`src/rtl/cpu86_io_pkg.sv`:
```
// Shared definitions for the cpu86 I/O request/response channel.
// Used by the initiator in the core and by the responder.
package cpu86_io_pkg;

  typedef struct packed {
    logic        wr;
    logic        word;
    logic [5:0]  rsvd;
    logic [15:0] port;
    logic [15:0] wdata;
  } io_req_t;

  localparam int IO_REQ_W     = $bits(io_req_t);
  localparam int IO_WR_BIT    = 39;
  localparam int IO_WORD_BIT  = 38;
  localparam int IO_RSVD_MSB  = 37;
  localparam int IO_RSVD_LSB  = 32;
  localparam int IO_PORT_MSB  = 31;
  localparam int IO_PORT_LSB  = 16;
  localparam int IO_WDATA_MSB = 15;
  localparam int IO_WDATA_LSB = 0;

  localparam logic [15:0] IO_MISS_WORD = 16'hFFFF;
  localparam logic [15:0] IO_MISS_BYTE = 16'h00FF;

endpackage

```
`src/rtl/cpu86_io_regfile.sv`:
```
// Bank of 16-bit I/O registers with per-byte write enables,
// a combinational read mux and a flat view of all registers.
module cpu86_io_regfile #(
  parameter int NUM_REGS = 8,
  parameter int IDX_W    = 3
) (
  input  logic                   clk,
  input  logic                   resetn,
  input  logic                   wr_en,
  input  logic [IDX_W-1:0]       wr_idx,
  input  logic [1:0]             wr_be,
  input  logic [15:0]            wr_data,
  input  logic [IDX_W-1:0]       rd_idx,
  output logic [15:0]            rd_data,
  output logic [16*NUM_REGS-1:0] regs_tdata
);

  logic [NUM_REGS-1:0][15:0] regs;

  for (genvar g = 0; g < NUM_REGS; g++) begin : g_reg
    logic [15:0] q;
    logic        sel;

    assign sel = wr_en && (wr_idx == IDX_W'(g));

    always_ff @(posedge clk or negedge resetn) begin
      if (!resetn) begin
        q <= '0;
      end else if (sel) begin
        if (wr_be[0]) q[7:0]  <= wr_data[7:0];
        if (wr_be[1]) q[15:8] <= wr_data[15:8];
      end
    end

    assign regs[g] = q;
  end

  assign rd_data    = regs[rd_idx];
  assign regs_tdata = regs;

endmodule

```
`src/rtl/cpu86_io_responder.sv`:
```
// Terminates the cpu86 I/O channel: decodes IN/OUT against a register
// window and returns one registered read response per IN.
module cpu86_io_responder
  import cpu86_io_pkg::*;
#(
  parameter logic [15:0] BASE_PORT = 16'h0080,
  parameter int          NUM_REGS  = 8
) (
  input  logic                   clk,
  input  logic                   resetn,
  input  logic                   s_axis_req_tvalid,
  output logic                   s_axis_req_tready,
  input  logic [IO_REQ_W-1:0]    s_axis_req_tdata,
  output logic                   m_axis_res_tvalid,
  input  logic                   m_axis_res_tready,
  output logic [15:0]            m_axis_res_tdata,
  output logic [16*NUM_REGS-1:0] regs_tdata
);

  localparam int          IDX_W  = (NUM_REGS > 1) ? $clog2(NUM_REGS) : 1;
  localparam logic [16:0] WIN_LO = {1'b0, BASE_PORT};
  localparam logic [16:0] WIN_HI = {1'b0, BASE_PORT} + 17'(2 * NUM_REGS);

  logic        wr, word, lane, hit, accept;
  logic [15:0] port, wdata, offset, rd_data, res_data;
  logic [15:0] wr_data;
  logic [1:0]  wr_be;
  logic [IDX_W-1:0] idx;
  logic        rsvd_unused;

  assign wr    = s_axis_req_tdata[IO_WR_BIT];
  assign word  = s_axis_req_tdata[IO_WORD_BIT];
  assign port  = s_axis_req_tdata[IO_PORT_MSB:IO_PORT_LSB];
  assign wdata = s_axis_req_tdata[IO_WDATA_MSB:IO_WDATA_LSB];

  // 17-bit compare so a window ending at 16'hFFFF does not wrap
  assign hit    = ({1'b0, port} >= WIN_LO) && ({1'b0, port} < WIN_HI);
  assign offset = port - BASE_PORT;
  assign idx    = offset[IDX_W:1];
  assign lane   = offset[0];

  assign rsvd_unused = ^{s_axis_req_tdata[IO_RSVD_MSB:IO_RSVD_LSB], offset};

  // The slot can take a new request whenever it is empty or draining this cycle.
  assign s_axis_req_tready = !m_axis_res_tvalid || m_axis_res_tready;
  assign accept            = s_axis_req_tvalid && s_axis_req_tready;

  // Byte writes replicate the byte so either lane enable picks it up.
  assign wr_be   = word ? 2'b11 : (lane ? 2'b10 : 2'b01);
  assign wr_data = word ? wdata : {wdata[7:0], wdata[7:0]};

  cpu86_io_regfile #(
    .NUM_REGS (NUM_REGS),
    .IDX_W    (IDX_W)
  ) u_regfile (
    .clk        (clk),
    .resetn     (resetn),
    .wr_en      (accept && wr && hit),
    .wr_idx     (idx),
    .wr_be      (wr_be),
    .wr_data    (wr_data),
    .rd_idx     (idx),
    .rd_data    (rd_data),
    .regs_tdata (regs_tdata)
  );

  always_comb begin
    res_data = rd_data;
    if (!hit)       res_data = word ? IO_MISS_WORD : IO_MISS_BYTE;
    else if (!word) res_data = {8'h00, lane ? rd_data[15:8] : rd_data[7:0]};
  end

  always_ff @(posedge clk or negedge resetn) begin
    if (!resetn) begin
      m_axis_res_tvalid <= 1'b0;
      m_axis_res_tdata  <= '0;
    end else if (accept && !wr) begin
      m_axis_res_tvalid <= 1'b1;
      m_axis_res_tdata  <= res_data;
    end else if (m_axis_res_tready) begin
      m_axis_res_tvalid <= 1'b0;
    end
  end

endmodule

```
`config.mk`:
```
export PLATFORM = sky130hd
export DESIGN_NAME = cpu86_io_responder
export DESIGN_NICKNAME = d
export VERILOG_FILES = /design/src/rtl/cpu86_io_pkg.sv /design/src/rtl/cpu86_io_regfile.sv /design/src/rtl/cpu86_io_responder.sv
export SDC_FILE = /design/constraint.sdc
export NUM_CORES = 1
export LEC_CHECK = 0
export ABC_AREA = 1
export BUFFER_PORTS_ARGS = -buffer_cell sky130_fd_sc_hd__buf_2
export CAP_MARGIN = 10
export CELL_PAD_IN_SITES_DETAIL_PLACEMENT = 0
export CELL_PAD_IN_SITES_GLOBAL_PLACEMENT = 1
export CORE_UTILIZATION = 35
export DETAILED_ROUTE_END_ITERATION = 10
export PLACE_DENSITY = 0.77
export SYNTH_ARGS = -nofsm -noshare
export SYNTH_HDL_FRONTEND = slang
export SYNTH_SLANG_ARGS = --single-unit
```
`constraint.sdc`:
```
create_clock -name clk -period 2.5 [get_ports clk]
set_input_delay 0.5 -clock clk [delete_from_list [all_inputs] [get_ports clk]]
set_output_delay 0.5 -clock clk [all_outputs]
set_load 0.02 [all_outputs]
```
# ---- Word-level counts from Yosys, hierarchy flattened
# Index checks and enable logic that the tools add are counted.
# W data, S select, Z words.
dict set report word_totals {
  input_bits 44
  out_inout_bits 146
  register_bits 145
}
dict set report classes {
  order_cmp 3
  eq_ne 7
  mux 11
  reduce_logical 34
  n_addsub 1
}
# cell count
set op_table {}
lappend op_table {{$mux W16} 5}
lappend op_table {{$bmux W16 S3} 1}
lappend op_table {{$reduce_and A2 Y1} 16}
lappend op_table {{$ge A16 B8 Y1 const B} 1}
lappend op_table {{$lt A16 B8 Y1 const B} 1}
lappend op_table {{$logic_and A1 B1 Y1} 13}
lappend op_table {{$eq A3 B3 Y1 const B} 4}
lappend op_table {{$mux W8} 1}
lappend op_table {{$eq A3 B2 Y1 const B} 2}
lappend op_table {{$lt A3 B4 Y1 const B} 1}
lappend op_table {{$mux W2} 2}
lappend op_table {{$sub A4 B1 Y4 const B} 1}
lappend op_table {{$eq A3 B1 Y1 const B} 1}
lappend op_table {{$logic_not A3 Y1} 1}
lappend op_table {{$logic_not A1 Y1} 2}
lappend op_table {{$mux W1} 2}
lappend op_table {{$reduce_bool A2 Y1} 1}
lappend op_table {{$logic_or A1 B1 Y1} 1}

# ---- Logic depth before layout (Yosys ltp)
# Gate-level depths: netlist of run 1.
dict set report logic_depth {
  word_depth 7
  depth_mapped 10
  ltp_nobuf 9
}

# ---- By module
# Synthesis of run 1 repeated with hierarchy kept, for this count alone.
dict set report unflattened {
  hier_cells 1073
  hier_area_um2 7825.0
}
# module cells_per_inst area_each_um2 instances seq_area_each_um2
set modules_own_cells {}
lappend modules_own_cells {cpu86_io_regfile 877 6548.8 1 3203.1}
lappend modules_own_cells {cpu86_io_responder 196 1276.2 1 425.4}

# ---- Worst setup path after synthesis of run 1
# Ideal clock, no wire load.
dict set report synth_path {
  kind {in2reg}
  start {in s_axis_req_tdata[38]}
  end {reg u_regfile.g_reg[2].q[7]}
  arrival_ns 1.471
  cell_stages 7
  path_slack_ns 0.911
  setup_time_ns 0.118
  path_buffers 3
  cell_sequence {buf_4 -> nor2_8 -> clkinv_1 -> buf_2 -> buf_2 -> nand4_1 -> nand2_1}
}
dict set report synth_between {
  elab_chain_cells 2
}
# item line_no
set synth_rtl {}
lappend synth_rtl {{from (decl)} cpu86_io_responder.sv:13} ;# input logic [IO_REQ_W-1:0] s_axis_req_tdata,
lappend synth_rtl {{$mux W2} cpu86_io_responder.sv:49} ;# assign wr_be = word ? 2'b11 : (lane ? 2'b10 : 2'b01);
lappend synth_rtl {{$reduce_and A2 Y1 (no line)} -}
lappend synth_rtl {{to (signal assigned)} cpu86_io_regfile.sv:30} ;# if (wr_be[0]) q[7:0] <= wr_data[7:0];
lappend synth_rtl {{to (decl)} cpu86_io_regfile.sv:21} ;# logic [15:0] q;
# Every way passes these cells.
# A chain may end at the register's enable or synchronous reset.

# ---- Final worst setup path of run 1
dict set report layout_path {
  start {reg m_axis_res_tvalid}
  end {reg u_regfile.g_reg[7].q[3]}
}
dict set report layout_between {
  elab_chain_cells 7
}
# item line_no
set layout_rtl {}
lappend layout_rtl {{from (decl)} cpu86_io_responder.sv:14} ;# output logic m_axis_res_tvalid,
lappend layout_rtl {{from (signal assigned)} cpu86_io_responder.sv:75} ;# m_axis_res_tvalid <= 1'b0;
lappend layout_rtl {{from (signal assigned)} cpu86_io_responder.sv:78} ;# m_axis_res_tvalid <= 1'b1;
lappend layout_rtl {{from (signal assigned)} cpu86_io_responder.sv:81} ;# m_axis_res_tvalid <= 1'b0;
lappend layout_rtl {{$logic_not A1 Y1} cpu86_io_responder.sv:45} ;# assign s_axis_req_tready = !m_axis_res_tvalid || m_axis_res_tready;
lappend layout_rtl {{$logic_or A1 B1 Y1} cpu86_io_responder.sv:45}
lappend layout_rtl {{$logic_and A1 B1 Y1} cpu86_io_responder.sv:46} ;# assign accept = s_axis_req_tvalid && s_axis_req_tready;
lappend layout_rtl {{$logic_and A1 B1 Y1 (2 in a row)} cpu86_io_responder.sv:58} ;# .wr_en (accept && wr && hit),
lappend layout_rtl {{$logic_and A1 B1 Y1} cpu86_io_regfile.sv:24} ;# assign sel = wr_en && (wr_idx == IDX_W'(g));
lappend layout_rtl {{$reduce_and A2 Y1 (no line)} -}
lappend layout_rtl {{to (signal assigned)} cpu86_io_regfile.sv:30}
lappend layout_rtl {{to (decl)} cpu86_io_regfile.sv:21}
# Every way passes these cells.

==> impl_metrics.ini, run 1 <==
[run_status]
run_status = finished clean

[die]
die_w_um = 151
dieArea_um2 = 22800
rows = 54
core_area_um2 = 21800
start_util_pct = 35.6
die_height_um = 151
io_pins = 190

[worst_setup_path]
worstPathRequired_ns = 2.82
crit_path_start = m_axis_res_tvalid$_DFFE_PN0P_
cp.arrival_ns = 2.26
worstReg2RegStart = m_axis_res_tvalid$_DFFE_PN0P_
critPathMaxFanout = 15
max_stage_delay_ns = 0.41
cp_common_cell = nand2_1
cp_cell_sequence = nand2_4 > nand2_1 > nor2_2 > nand3_4 > nor2_8 > buf_4 > nand3_1 > nand2_1 > nand2_1
ff2ff_path_depth = 9
critPathCaptureType = flip-flop
worstSetupStartpointType = flip-flop
reg2reg_slack_ns = 0.56
r2r_end = u_regfile.g_reg[7].q[3]$_DFFE_PN0P_
cpMaxStageDelayCell = dfrtp_1
setup.worst_path.class = reg -> reg

[clocking]
cts_setup_buffers = 0
root_buffer = clkbuf_16
hold_buffers = 0
insertion_delay_ns = 0.44
post_cts_resize_count = 0
clock_path_buffers = 2
htree_levels = 4
cts_tree = done
cts_made_buffers = 17
clk_pin_slew_ns = 0.06
cts.sinks = 145

[global_route]
grt_use_total_pct = 26.1
grt.overflow.total = 0
antenna_found_initial = 1
grt_pass1_vias = 7397
grt_max_degree = 52
grt_pass1_wl_um = 44000

[timing]
slew_headroom_pct = 63.4
max_freq_mhz = 515
fin_crit_sh_pct = 77.7
worstMarginPinSlew_ns = 0.549
finalSetupTns_ns = 0
finClkSkew_ns = 0.0120
fin_crit_ns = 1.94
slew_violations = 0
hold_viol = 0
setup_viol = 0
rsz0062_at_grt = no

[drt]
vias = 7880
vias_per_cell = 5.15
wl_per_cell_um = 18.9
drc = 0
ant_nets = 0
firstDrtPassIters = 5
drt_iter0_drc = 785
drt-total-wl_um = 29000

[synth]
yosys-top-cells-area = dfrtp_1 47%, nand2_1 29%, nand4_1 10%
syn_inst = 1063
netlist_area_um2 = 7770
yosys_warnings = 0
yosysTopAreaCell = dfrtp_1
yosysMostFrequentCell = nand2_1
async_flop_share_pct = 100
syn-num-nets = 1107
synth_edf_count = 0
synth_seq_area_share_pct = 46.7
yosysTopAreaCellShare_pct = 46.7
synth_area_per_cell_um2 = 7.31
yosys-top-cells-count = 595 x nand2_1, 145 x dfrtp_1, 128 x nand4_1, 72 x nand3_1, 40 x buf_2
synth_cell_type_count = 23
ys_seq_elements = 145
ys.flop_type = dfrtp_1

[place]
dp_hpwl_um = 20400
io_buffers = 183
gp_routability_congestion = 0.877

[flow_run]
drv_cap = 0

[final_layout]
area_delta_synth_final_pct = 23.0
register_area_um2 = 3630
n_fill_cell = 2281
drive_above_1_share_pct = 22.0
final_net_count = 1280
multi_input_area_um2 = 3580

[pwr]
leakage_nw = 5.61
power_density_nw_per_um2 = 580
p_total_mw = 5.55
vdd_drop_max_mv = 0.504

[worst_hold_path]
hp-class = in -> async
[per-stage QoR]
step	std cells	setup WS, ns	cell area (um2)	util [%]	hold slack [ns]
6_report	1529	0.557	9560	43.8	0.0115
3_3_place_gp	1497	0.252	8950	41.0	0.465
3_5_place_dp	1497	0.227	8950	41.0	0.464
2_1_floorplan	1063	0.911	7770	-	0.204
5_1_grt	1529	0.417	9560	43.8	0.0349
4_1_cts	1528	0.538	9560	43.8	0.0327
[area by class of cell]
type	count	area share [%]
antenna	1	0.0262
clock buffer	21	4.92
clock inverter	10	1.40
inverter	27	1.06
multi-input combinational	817	37.4
sequential	145	37.9
tap	280	3.66
timing repair buffer	228	13.6
[cells by family after synthesis]
family          after synthesis  share of synthesized area [%]
compound gates                1                         0.0643
buf+inv                     101                           7.31
flops                       145                           46.7
simple gates                816                           45.9
[registers in the layout, summed over array words and instances, names as in the netlist]
signal / count
m_axis_res_tdata: 16
u_regfile.g.q: 128
m_axis_res_tvalid: 1
[worst max path at each step]
stage                                                 endpoint
final                      u_regfile.g_reg[7].q[3]$_DFFE_PN0P_
after global placement     u_regfile.g_reg[6].q[5]$_DFFE_PN0P_
after global routing       u_regfile.g_reg[7].q[3]$_DFFE_PN0P_
after floorplan            u_regfile.g_reg[2].q[7]$_DFFE_PN0P_
after CTS                  u_regfile.g_reg[7].q[3]$_DFFE_PN0P_
after detailed placement  u_regfile.g_reg[6].q[14]$_DFFE_PN0P_
[critical path, delay by kind of cell (launching register included)]
family | cells | cell delay [ns]
DFF | 1 | 0.41
and+or+nand+nor | 8 | 1.19
buffers and inverters | 1 | 0.22
[power by group]
group          leakage [nW]  total, mW  switching [mW]  internal [mW]
clock network         0.295       2.65            1.02           1.64
logic                  3.34      0.508           0.390          0.118
registers              1.97       2.38          0.0131           2.37
total                  5.61       5.55            1.42           4.12
[cell usage in the layout, fill, tap and decap left out, types with 4 or more instances in the layout]
| cell type | synthesis | routed |
|---|---|---|
| nand4_1 | 128 | 128 |
| nand2_1 | 595 | 595 |
| inv_1 | 21 | 21 |
| clkbuf_16 | 0 | 17 |
| clkinv_2 | 0 | 4 |
| dfrtp_1 | 145 | 145 |
| nor2_1 | 9 | 8 |
| buf_2 | 40 | 182 |
| nor2_2 | 3 | 4 |
| nand3_1 | 72 | 72 |
| inv_2 | 4 | 5 |
| buf_4 | 1 | 42 |
[layer usage]
| layer | track usage, % | vias up | routed length [um] |
|---|---|---|---|
| met5 | 0 | - | 0 |
| met3 | 6.84 | 42 | 2460 |
| li1 | - | 3816 | - |
| met4 | 8.20 | 0 | 546 |
| met2 | 36.9 | 320 | 12400 |
| met1 | 38.3 | 3702 | 13500 |
Note: power is estimated with default switching activity, not from simulation.
==> run 2, diff against run 1 <==
Settings changed: PLACE_DENSITY 0.77 to 0.8.
Clock period 2.5 ns to 1.6 ns, I/O delays scaled along.
==> impl_metrics.ini, run 2 (synthesized netlist as in run 1, its figures left out) <==
[run_status]
run_status = finished clean

[worst_setup_path]
critPathCaptureType = flip-flop
cp.arrival_ns = 1.91
worstSetupStartpointType = flip-flop
ff2ff_path_depth = 10
worstPathRequired_ns = 1.92
r2r_end = u_regfile.g_reg[6].q[11]$_DFFE_PN0P_
critPathMaxFanout = 8
worstReg2RegStart = m_axis_res_tvalid$_DFFE_PN0P_
reg2reg_slack_ns = 0.004
setup.worst_path.class = reg -> reg

[clocking]
cts.sinks = 145
clock_path_buffers = 2
insertion_delay_ns = 0.43
root_buffer = clkbuf_16
clk_pin_slew_ns = 0.06
htree_levels = 4
cts_made_buffers = 17
cts_tree = done

[drt]
drt-total-wl_um = 29200
drc = 0
met3WireLength_um = 2820
wl_met1_um = 13000
drt_iter0_drc = 792
wl_met2_um = 12700
wl_per_cell_um = 18.4
vias_per_cell = 5.22
firstDrtPassIters = 6
vias = 8274
ant_nets = 0
dr.max_layer_used = met5

[die]
core_area_um2 = 21800
dieArea_um2 = 22800
rows = 54
die_height_um = 151
io_pins = 190
start_util_pct = 35.6
die_w_um = 151

[place]
place_area_um2 = 9530
dp_hpwl_um = 21300
gp_routability_congestion = 0.874
io_buffers = 183

[worst_hold_path]
min_path_cells = 5
hp-class = in -> reg
holdPathEnd = m_axis_res_tvalid$_DFFE_PN0P_
hp-start = m_axis_res_tready

[final_layout]
final_area_um2 = 10600
n_antenna_cell = 0
layout_common_cells = 528 x nand2_1, 182 x buf_2, 145 x dfrtp_1
largest_register = u_regfile.g.q
largest_register_ffs = 128
layout_commonest_cell = nand2_1
drive_above_1_share_pct = 31.5
reg.largest.list = u_regfile.g.q x128, m_axis_res_tdata x16, m_axis_res_tvalid x1
area_delta_synth_final_pct = 35.9
final_net_count = 1338

[pwr]
vdd_drop_max_mv = 0.614
p_total_mw = 8.73
power_density_nw_per_um2 = 827
leakage_nw = 6.00

[global_route]
grt.overflow.total = 0
antenna_found_initial = 1
grt_use_total_pct = 26.3
grt_max_degree = 62
grt_pass1_wl_um = 44300
grt_pass1_vias = 7738

[timing]
max_freq_mhz = 626
fin_crit_ns = 1.60
slew_headroom_pct = 58.9
hold_viol = 0
setup_viol = 0
worstMarginPinSlew_ns = 0.615
fin_crit_sh_pct = 99.8
slew_violations = 0
finClkSkew_ns = 0.00919
rsz0062_at_grt = yes

[flow_run]
drv_cap = 0
## run 2: changes by cell type in the layout (fill, tap and decap cells not counted), sizes merged
| cell | previous run | this run |
|---|---|---|
| inv | 26 | 27 |
| clkinv | 6 | 8 |
| dlygate4sd3 | 0 | 1 |
| clkbuf | 21 | 18 |
| buf | 228 | 285 |
| diode | 1 | 0 |
## run 2: repair_timing
| action | CTS | global route |
|---|---|---|
| endpoints found under the setup margin | 68 | 119 |
| cloned | 0 | 0 |
| hold buffers | 1 | 0 |
| endpoints found under the hold margin | 24 | 0 |
| buffers inserted | 1 | 3 |
| pin swaps | 4 | 3 |
| resized for setup | 18 | 98 |
## run 2: through the flow
stage	hold slack (ns)	setup slack (ns)	instances	util (%)	TNS, ns
3_3_place_gp	0.232	-0.119	1550	43.7	-10.73
5_1_grt	0.274	-0.0629	1586	48.4	-2.44
4_1_cts	0.262	0.00205	1583	46.8	0
2_1_floorplan	0.0244	0.0391	1063	-	0
6_report	0.259	0.00353	1586	48.4	0
3_5_place_dp	0.229	-0.145	1550	43.7	-12.65
## run 2: per-layer routing
| layer | up-vias | track usage, % |
|---|---|---|
| met5 | - | 0 |
| met2 | 390 | 37.5 |
| met4 | 2 | 8.30 |
| li1 | 3932 | - |
| met1 | 3907 | 38.0 |
| met3 | 43 | 7.35 |
## run 2: worst max path at each step
stage / depth (start not counted) / startpoint / to
3_5_place_dp: 11 / s_axis_req_tdata[28] / u_regfile.g_reg[6].q[11]$_DFFE_PN0P_
6_report: 10 / m_axis_res_tvalid$_DFFE_PN0P_ / u_regfile.g_reg[6].q[11]$_DFFE_PN0P_
2_1_floorplan: 9 / m_axis_res_tvalid$_DFFE_PN0P_ / u_regfile.g_reg[7].q[0]$_DFFE_PN0P_
3_3_place_gp: 11 / s_axis_req_tdata[28] / u_regfile.g_reg[6].q[15]$_DFFE_PN0P_
5_1_grt: 10 / m_axis_res_tvalid$_DFFE_PN0P_ / u_regfile.g_reg[6].q[9]$_DFFE_PN0P_
4_1_cts: 10 / m_axis_res_tvalid$_DFFE_PN0P_ / u_regfile.g_reg[7].q[9]$_DFFE_PN0P_
## run 2: layout make-up
cell class | count | area (um2)
Timing Repair Buffer | 286 | 2010
Tap cell | 280 | 350
Multi-Input combinational cell | 817 | 3880
Sequential cell | 145 | 3630
Clock inverter | 13 | 164
Fill cell | 2187 | 11300
Inverter | 27 | 101
Clock buffer | 18 | 429
## run 2: where the power goes
part           leakage [nW]  internal (mW)  switching [mW]
logic                  3.74          0.285           0.645
clock network         0.286           2.45            1.63
registers              1.97           3.70          0.0200
## run 2: critical path, stage by stage (launching register included)
cell	delay, ns
dfrtp_1	0.40
nand2_4	0.09
nand2_4	0.05
nor2_4	0.09
nand3_4	0.14
nor2_8	0.19
buf_12	0.17
nand3_4	0.08
buf_8	0.18
nand2_2	0.05
nand2_1	0.05
